## src/rtl/frame_deserializer.sv

```systemverilog
// Serial-to-parallel frame receiver: start-pattern hunt, MSB-first payload, parity check, valid/ready output.
// Define FRAME_DESER_ERR_COUNT_EN to add saturating parity-error and overrun counters.
`timescale 1ns/1ps
module frame_deserializer #(
  parameter int                    DATA_WIDTH    = 8,
  parameter int                    START_BITS    = 2,
  parameter logic [START_BITS-1:0] START_PATTERN = START_BITS'(2'b01),
  parameter bit                    PARITY_MODE   = 1'b0
) (
  input  logic                  controlClock,
  input  logic                  resetN,
  input  logic                  bitStrobe,
  input  logic                  serialIn,
  input  logic                  frameAbort,
  output logic [DATA_WIDTH-1:0] dataOut,
  output logic                  dataValid,
  input  logic                  dataReady,
  output logic                  parityError,
  output logic                  framingError,
  output logic                  overrun,
  output logic                  busy
`ifdef FRAME_DESER_ERR_COUNT_EN
  ,
  output logic [7:0]            parityErrCount,
  output logic [7:0]            overrunCount
`endif
);

  // Widened only if the start pattern is longer than the payload counter can index.
  localparam int DW_CNT = $clog2(DATA_WIDTH+1);
  localparam int SB_CNT = $clog2(START_BITS);
  localparam int CNT_W  = (DW_CNT > SB_CNT) ? DW_CNT : SB_CNT;

  typedef enum logic [1:0] {HUNT, START, DATA, PARITY} state_t;

  state_t                state;
  logic [CNT_W-1:0]      count;
  logic [DATA_WIDTH-1:0] sr;
  logic [START_BITS-1:0] patShift;
  logic                  startExp, parErr, canLoad;

  // Expected start bit for the current count sits at the MSB after shifting.
  assign patShift = START_PATTERN << count;
  assign startExp = patShift[START_BITS-1];
  assign parErr   = PARITY_MODE ? (serialIn != ~^sr) : (serialIn != ^sr);
  assign canLoad  = !dataValid || dataReady;

  always_ff @(posedge controlClock or negedge resetN) begin
    if (!resetN) begin
      state        <= HUNT;
      count        <= '0;
      sr           <= '0;
      dataOut      <= '0;
      dataValid    <= 1'b0;
      parityError  <= 1'b0;
      framingError <= 1'b0;
      overrun      <= 1'b0;
      busy         <= 1'b0;
`ifdef FRAME_DESER_ERR_COUNT_EN
      parityErrCount <= '0;
      overrunCount   <= '0;
`endif
    end else begin
      framingError <= 1'b0;
      overrun      <= 1'b0;
      if (dataValid && dataReady) dataValid <= 1'b0;

      if (frameAbort) begin
        state <= HUNT;
        count <= '0;
        busy  <= 1'b0;
`ifdef FRAME_DESER_ERR_COUNT_EN
        parityErrCount <= '0;
        overrunCount   <= '0;
`endif
      end else if (bitStrobe) begin
        case (state)
          HUNT: if (serialIn == START_PATTERN[START_BITS-1]) begin
            busy <= 1'b1;
            if (START_BITS == 1) begin
              state <= DATA;
              count <= '0;
            end else begin
              state <= START;
              count <= CNT_W'(1);
            end
          end
          START: begin
            if (serialIn != startExp) begin
              framingError <= 1'b1;
              state        <= HUNT;
              count        <= '0;
              busy         <= 1'b0;
            end else if (count == CNT_W'(START_BITS-1)) begin
              state <= DATA;
              count <= '0;
            end else begin
              count <= count + 1'b1;
            end
          end
          DATA: begin
            sr <= (sr << 1) | DATA_WIDTH'(serialIn);
            if (count == CNT_W'(DATA_WIDTH-1)) begin
              state <= PARITY;
              count <= '0;
            end else begin
              count <= count + 1'b1;
            end
          end
          PARITY: begin
            state <= HUNT;
            count <= '0;
            busy  <= 1'b0;
            if (canLoad) begin
              dataOut     <= sr;
              parityError <= parErr;
              dataValid   <= 1'b1;
`ifdef FRAME_DESER_ERR_COUNT_EN
              if (parErr && parityErrCount != 8'hFF) parityErrCount <= parityErrCount + 8'd1;
`endif
            end else begin
              overrun <= 1'b1;
`ifdef FRAME_DESER_ERR_COUNT_EN
              if (overrunCount != 8'hFF) overrunCount <= overrunCount + 8'd1;
`endif
            end
          end
          default: begin
            state <= HUNT;
            count <= '0;
            busy  <= 1'b0;
          end
        endcase
      end
    end
  end

endmodule

```

## config.mk

```make
export PLATFORM = sky130hd
export DESIGN_NAME = frame_deserializer
export DESIGN_NICKNAME = d
export VERILOG_FILES = /design/src/rtl/frame_deserializer.sv
export SDC_FILE = /design/constraint.sdc
export NUM_CORES = 1
export LEC_CHECK = 0
export CAP_MARGIN = 20
export CORE_MARGIN = 8
export CORE_UTILIZATION = 53
export CTS_BUF_LIST = sky130_fd_sc_hd__clkbuf_16
export CTS_CLUSTER_DIAMETER = 150
export CTS_CLUSTER_SIZE = 40
export DETAILED_ROUTE_END_ITERATION = 16
export GPL_ROUTABILITY_DRIVEN = 0
export GPL_TIMING_DRIVEN = 0
export PLACE_DENSITY_LB_ADDON = 0.05
export SLEW_MARGIN = 20
export SYNTH_ARGS = -nofsm -noshare
export SYNTH_HDL_FRONTEND = slang
export SYNTH_SLANG_ARGS = --single-unit
```

## constraint.sdc

```tcl
create_clock -name controlClock -period 2.1 [get_ports controlClock]
set_input_delay 0.525 -clock controlClock [delete_from_list [all_inputs] [get_ports controlClock]]
set_output_delay 0.525 -clock controlClock [all_outputs]
set_load 0.1 [all_outputs]
```

======== After elaboration in Yosys (flattened, before gate mapping) ========
Index checks and enable logic that the tools add are counted.
storage, ports and cells
  register bits after elaboration ......... 27
  input bits .............................. 6
  output and inout port bits .............. 13
  word-level logic and storage cells ...... 68
operators by class
  $add $sub $neg .......................... 1
  equality and inequality tests ........... 11
  shift operators ......................... 1
  multiplexer cells ....................... 32
  bitwise operators ....................... 2
  reduce and logical (&&, ||, !) cells .... 12
operators by type and width
  operator                                         count
  two-way mux 4 bit                                6
  two-way mux 1 bit                                17
  one-hot mux 4 bit (4 select lines)               1
  two-way mux 2 bit                                6
  AND reduction 4 bit                              3
  inequality test 3 bit, second input constant     3
  bitwise OR 8 x 1 -> 8 bit                        1
  one-hot mux 2 bit (4 select lines)               1
  parity 8 bit                                     1
  adder 4 x 1 -> 4 bit, second input constant      1
  == test 2 bit, second input constant             2
  == test 4 x 1 -> 1 bit, second input constant    1
  == test 4 x 3 -> 1 bit, second input constant    1
  inequality test 4 bit, second input constant     1
  nonzero test 4 bit                               1
  left shift 1 x 4 -> 2 bit, first input constant  1
  one-hot mux 1 bit (3 select lines)               1
  AND reduction 3 bit                              1
  == test 2 x 1 -> 1 bit, second input constant    1
  zero test 2 bit                                  1
  inequality test 1 bit                            2
  AND reduction 2 bit                              1
  nonzero test 2 bit                               1
  logical AND 1 bit                                1
  other kinds (3)                                  3

======== Depth between registers and ports, before layout ========
  depth after elaboration ................. 6
  mapped depth ............................ 6

======== Worst setup path after synthesis ========
No wires, ideal clock.
  path type ............................... flip-flop to flip-flop
  start point ............................. register count[2]
  end point ............................... register count[3]
  setup time .............................. 0.082 ns
  arrival ................................. 1.704 ns
  required time ........................... 2.018 ns
  slack ................................... 0.314 ns
  cell stages (with the launch flop) ...... 6
  buffers on the path ..................... 0
  cells stage by stage .................... dfrtp_1 nor4b_2 xnor2_2 a21oi_2 or4_1 a31oi_1
on the way
  word-level cells in the longest chain between the ends .. 6
  elaborated cells between the ends (all ways) .. 11
RTL lines
  element                                                            line     text
  start, declared                                                    37       logic [CNT_W-1:0] count;
  start signal, assigned                                             98       count <= count + 1'b1;
  start signal, assigned                                             107      count <= count + 1'b1;
  adder 4 x 1 -> 4 bit (tied with other cells)                       98, 107
  two-way mux 4 bit / inequality test 1 bit (equally long branches)  94, 89
  two-way mux 4 bit                                                  89       if (serialIn != startExp) begin
  one-hot mux 4 bit (4 select lines) (*)                             77       case (state)
  two-way mux 4 bit (*)                                              76       end else if (bitStrobe) begin
  two-way mux 4 bit (*)                                              68       if (frameAbort) begin
Every way passes the cells marked *; elsewhere a longest branch is shown, timed or not. The select of a mux whose other input is x is not followed.
A chain may end at the register's enable or synchronous reset.

======== Final worst setup path ========
  start point ............................. register busy
  end point ............................... output busy
RTL lines
  element                 line  text
  start, declared         21    output logic busy
  start signal, assigned  58    busy <= 1'b0;
  start signal, assigned  71    busy <= 1'b0;
  start signal, assigned  79    busy <= 1'b1;
No word-level cell between the ends.

==> metrics list <==
* Placement Setup Slack: -0.326 ns
- During I/O placement, the number of pins put on the boundary was 19.
- Post-layout nets: 140
* Switching part of the total: 27.5%
* Relative contribution of sequential cells to total power: 45.9%
- Clock-pin transition on the worst setup and hold timing paths: 0.07 ns
- The first detailed-routing pass took 3 iterations.
* Number of global-route vias before repair: 915
* Number of diodes: 0
- After layout, the worst path uses 97.2% of the clock period.
- The critical path in this run is classified as reg2out.
- The tightest min-delay check is of the in2async type.
- TritonCTS built the clock tree.
* Capturing element type of the critical path: output pin
- Ordered cell list for the critical path: dlygate4sd2_1
- Per-cell routed wire length: 15.0 um
- Across the run, the number of max-cap violations was 0.
* Quantity of I/O buffers inserted on ports: 17
- Cell family with most CP delay: buffers and inverters
* Cell-internal power: 0.883 mW
- Measured against its own limit, the worst slew margin works out to 36.0%.
- Summed over all nets, the switching power comes to 0.336 mW.
- Flops & latches, synth: 27
- Of the synthesized area, sequential elements account for 51.6%.
- Row generation in the floorplan step produced 18 rows.
- At the pin with the least slew margin, the transition time is 0.963 ns.
* Data arrival at the endpoint of the critical path: 1.52 ns
* Leakage dissipation: 0.772 nW
- Yosys cell types: 30
- Measured along the x axis, the die boundary spans 65.7 um.
- Counting both buffers and inverters, the worst setup path holds a total of 1.
- In this run the remaining antenna-violating nets after routing total 0.
- Most frequent standard cell in the layout excluding fill and tap cells: sky130_fd_sc_hd__dfrtp_1
* Mapped Avg Cell Area: 11.9 um2
* Synthesis-to-finish area growth: 23.0%
- Ratio of cells with drive above 1 in the final layout: 24.4%
* Final critical delay including setup and external delays: 2.04 ns
- Entering global routing, the biggest net connects 28 pins.
- Via count: 854
- # Post-CTS Setup Buffers: 0
- In this run, post-CTS hold repair placed 0 buffers.
- Worst Clk Skew: 0.00647 ns
- Die Y-Extent: 65.7 um
* Result of the run: finished clean
- Number of buffers created by CTS: 3
* Combinational cell fraction of total power: 17.7%
- The max-slew violation total from the final report is 0.
- Synthesis produced 110 cells.
- In this run, the clock network consumes 36.4% of the power.
* Ys Warns: 0
- VDD sags by at most 572 uV.
- In this run the number of cells on the critical path is 1.
- Setup repair after global routing could not meet its margin everywhere.
* Clock Root Buffer: sky130_fd_sc_hd__clkbuf_16
- Among all stages on the critical path, the largest delay is contributed by sky130_fd_sc_hd__dlygate4sd2_1.
- The clock reaches the later pin of the worst-skew pair after 0.26 ns.
- Number of sinks driven by the clock tree: 27
- The number of failing hold endpoints at the final stage came to 0.
* Global-route wire length before repair: 4190 um
- For the worst setup path, the data required time is 1.57 ns.
- Slowest Stage Delay on Critical Path: 0.87 ns
- Half-perimeter wire length of the detailed placement result: 1680 um
- Depth of the most critical reg-to-reg path: 5
- Total track usage: 12.2%
- Of all nets on the critical path, the largest fanout is 3.
- Power per standard cell area: 757 mW/mm2
- After routing, the total negative slack on setup checks comes to 0 ns.
- Smallest setup slack after layout: 0.0597 ns
- In this run the number of H-tree levels came out at 1.
- Largest buffer count on any clock path: 2
* Avg Vias per Cell: 5.30
- Timing would allow up to 490 MHz.
* DRC violations left: 0
- Once the floorplan was initialized, standard cells occupied 54.3% of the core.
- Leaving out fill and tap cells, the most frequent cells in the layout are sky130_fd_sc_hd__dfrtp_1, sky130_fd_sc_hd__mux2_2, sky130_fd_sc_hd__dlygate4sd2_1.
* CORE AREA: 0.00241 mm2
- Number of antenna violations at the first check in global routing: 0
- Post-synth net total: 118
- Setup violations remaining at the end of the flow were counted as 0.
- Launching element type of the critical path: flop
* Iteration-0 DRC count of the detailed router: 29
* Total wirelength of the detailed-routed design: 2410 um
- The die covers 0.00432 mm2.
- Global route overflow: 0
* Cell area after synthesis: 0.00131 mm2
[routing by layer]
layer | part of all wire, % | global-route usage [%]
met1 | 46 | 15.6
met2 | 48 | 19.0
met3 | 5.1 | 3.57
met4 | 0.87 | 4.90
met5 | 0 | 0
[final timing paths]
| check | from | end | slack, ns |
|---|---|---|---|
| max in group asynchronous | resetN | count[1]$_DFFE_PN0P_ | 1.45 |
| setup reg to reg | count[2]$_DFFE_PN0P_ | count[3]$_DFFE_PN0P_ | 0.13 |
| hold reg to reg | dataOut[3]$_DFFE_PN0P_ | dataOut[3]$_DFFE_PN0P_ | 0.50 |
| min in group controlClock | dataOut[3]$_DFFE_PN0P_ | dataOut[3]$_DFFE_PN0P_ | 0.50 |
| setup / recovery | busy$_DFFE_PN0P_ | busy | 0.06 |
| hold / removal | resetN | sr[3]$_DFFE_PN0P_ | 0.26 |
[through the flow]
step	area (um2)	power (mW)	util [%]	hold slack, ns	cells
6_report	1610	1.22	66.8	0.261	161
5_1_grt	1610	1.27	66.8	0.299	161
4_1_cts	1590	1.21	65.8	0.289	161
3_5_place_dp	1510	0.780	62.7	0.494	157
3_3_place_gp	1520	0.775	62.9	0.489	157
2_1_floorplan	1310	0.724	-	0.229	110
[synth_stat cells]
master	number	area [um2]
sky130_fd_sc_hd__xor2_1	1	8.76
sky130_fd_sc_hd__nand3b_1	1	7.51
sky130_fd_sc_hd__nand3_1	2	10.0
sky130_fd_sc_hd__xnor2_1	8	70.1
sky130_fd_sc_hd__mux2_2	17	191
sky130_fd_sc_hd__o21ai_0	1	5.00
sky130_fd_sc_hd__a21oi_1	3	15.0
sky130_fd_sc_hd__buf_6	2	22.5
sky130_fd_sc_hd__nand2_1	7	26.3
sky130_fd_sc_hd__a22oi_1	2	15.0
sky130_fd_sc_hd__clkbuf_1	1	3.75
sky130_fd_sc_hd__o2bb2ai_1	1	8.76
sky130_fd_sc_hd__nor2b_1	3	18.8
sky130_fd_sc_hd__xnor2_2	1	16.3
sky130_fd_sc_hd__buf_2	1	5.00
sky130_fd_sc_hd__or4_1	1	7.51
sky130_fd_sc_hd__nor2_1	9	33.8
sky130_fd_sc_hd__nor3b_1	2	15.0
sky130_fd_sc_hd__a2bb2oi_1	1	8.76
sky130_fd_sc_hd__ha_1	2	25.0
sky130_fd_sc_hd__inv_1	3	11.3
sky130_fd_sc_hd__nor4b_2	1	15.0
sky130_fd_sc_hd__nand2b_1	3	18.8
sky130_fd_sc_hd__dfrtp_1	27	676
sky130_fd_sc_hd__a21oi_2	2	17.5
sky130_fd_sc_hd__nor4b_1	1	8.76
sky130_fd_sc_hd__o31ai_1	1	7.51
sky130_fd_sc_hd__a31oi_1	2	12.5
sky130_fd_sc_hd__a211oi_1	2	15.0
sky130_fd_sc_hd__or3_1	2	12.5
[power by group through the flow]
stage	clock network (mW)	registers, mW	logic, mW
floorplan	0	0.610	0.115
global placement	0	0.567	0.208
detailed placement	0	0.569	0.211
CTS	0.446	0.558	0.210
global route	0.476	0.562	0.237
finish	0.444	0.559	0.216
[area by class of cell]
type                            count  area (um2)
Fill cell                         210         800
Sequential cell                    27         676
Multi-Input combinational cell     76         621
Timing Repair Buffer               17         149
Clock buffer                        3        75.1
Tap cell                           30        37.5
Buffer                              4        33.8
Inverter                            3        11.3
Clock inverter                      1        7.51
[cell families after synthesis]
| logic type | share of synthesized area (%) |
|---|---|
| DFF | 51.6 |
| adders and majority gates | 1.91 |
| muxes | 14.6 |
| buffers and inverters | 3.25 |
| and+or+nand+nor | 13.3 |
| xor gates and xnor gates | 7.27 |
| AOI/OAI and AO/OA | 8.03 |
[flip-flops by register name, indices dropped and copies added (netlist names)]
register / flops
count: 4
overrun: 1
framingError: 1
dataValid: 1
busy: 1
parityError: 1
sr: 8
dataOut: 8
state: 2
[timing repair]
item                       CTS  global route
setup endpoints to repair   23            17
pin swaps                    0             0
gates resized for setup     15             4
No activity file was read; power rests on OpenSTA's default activity.
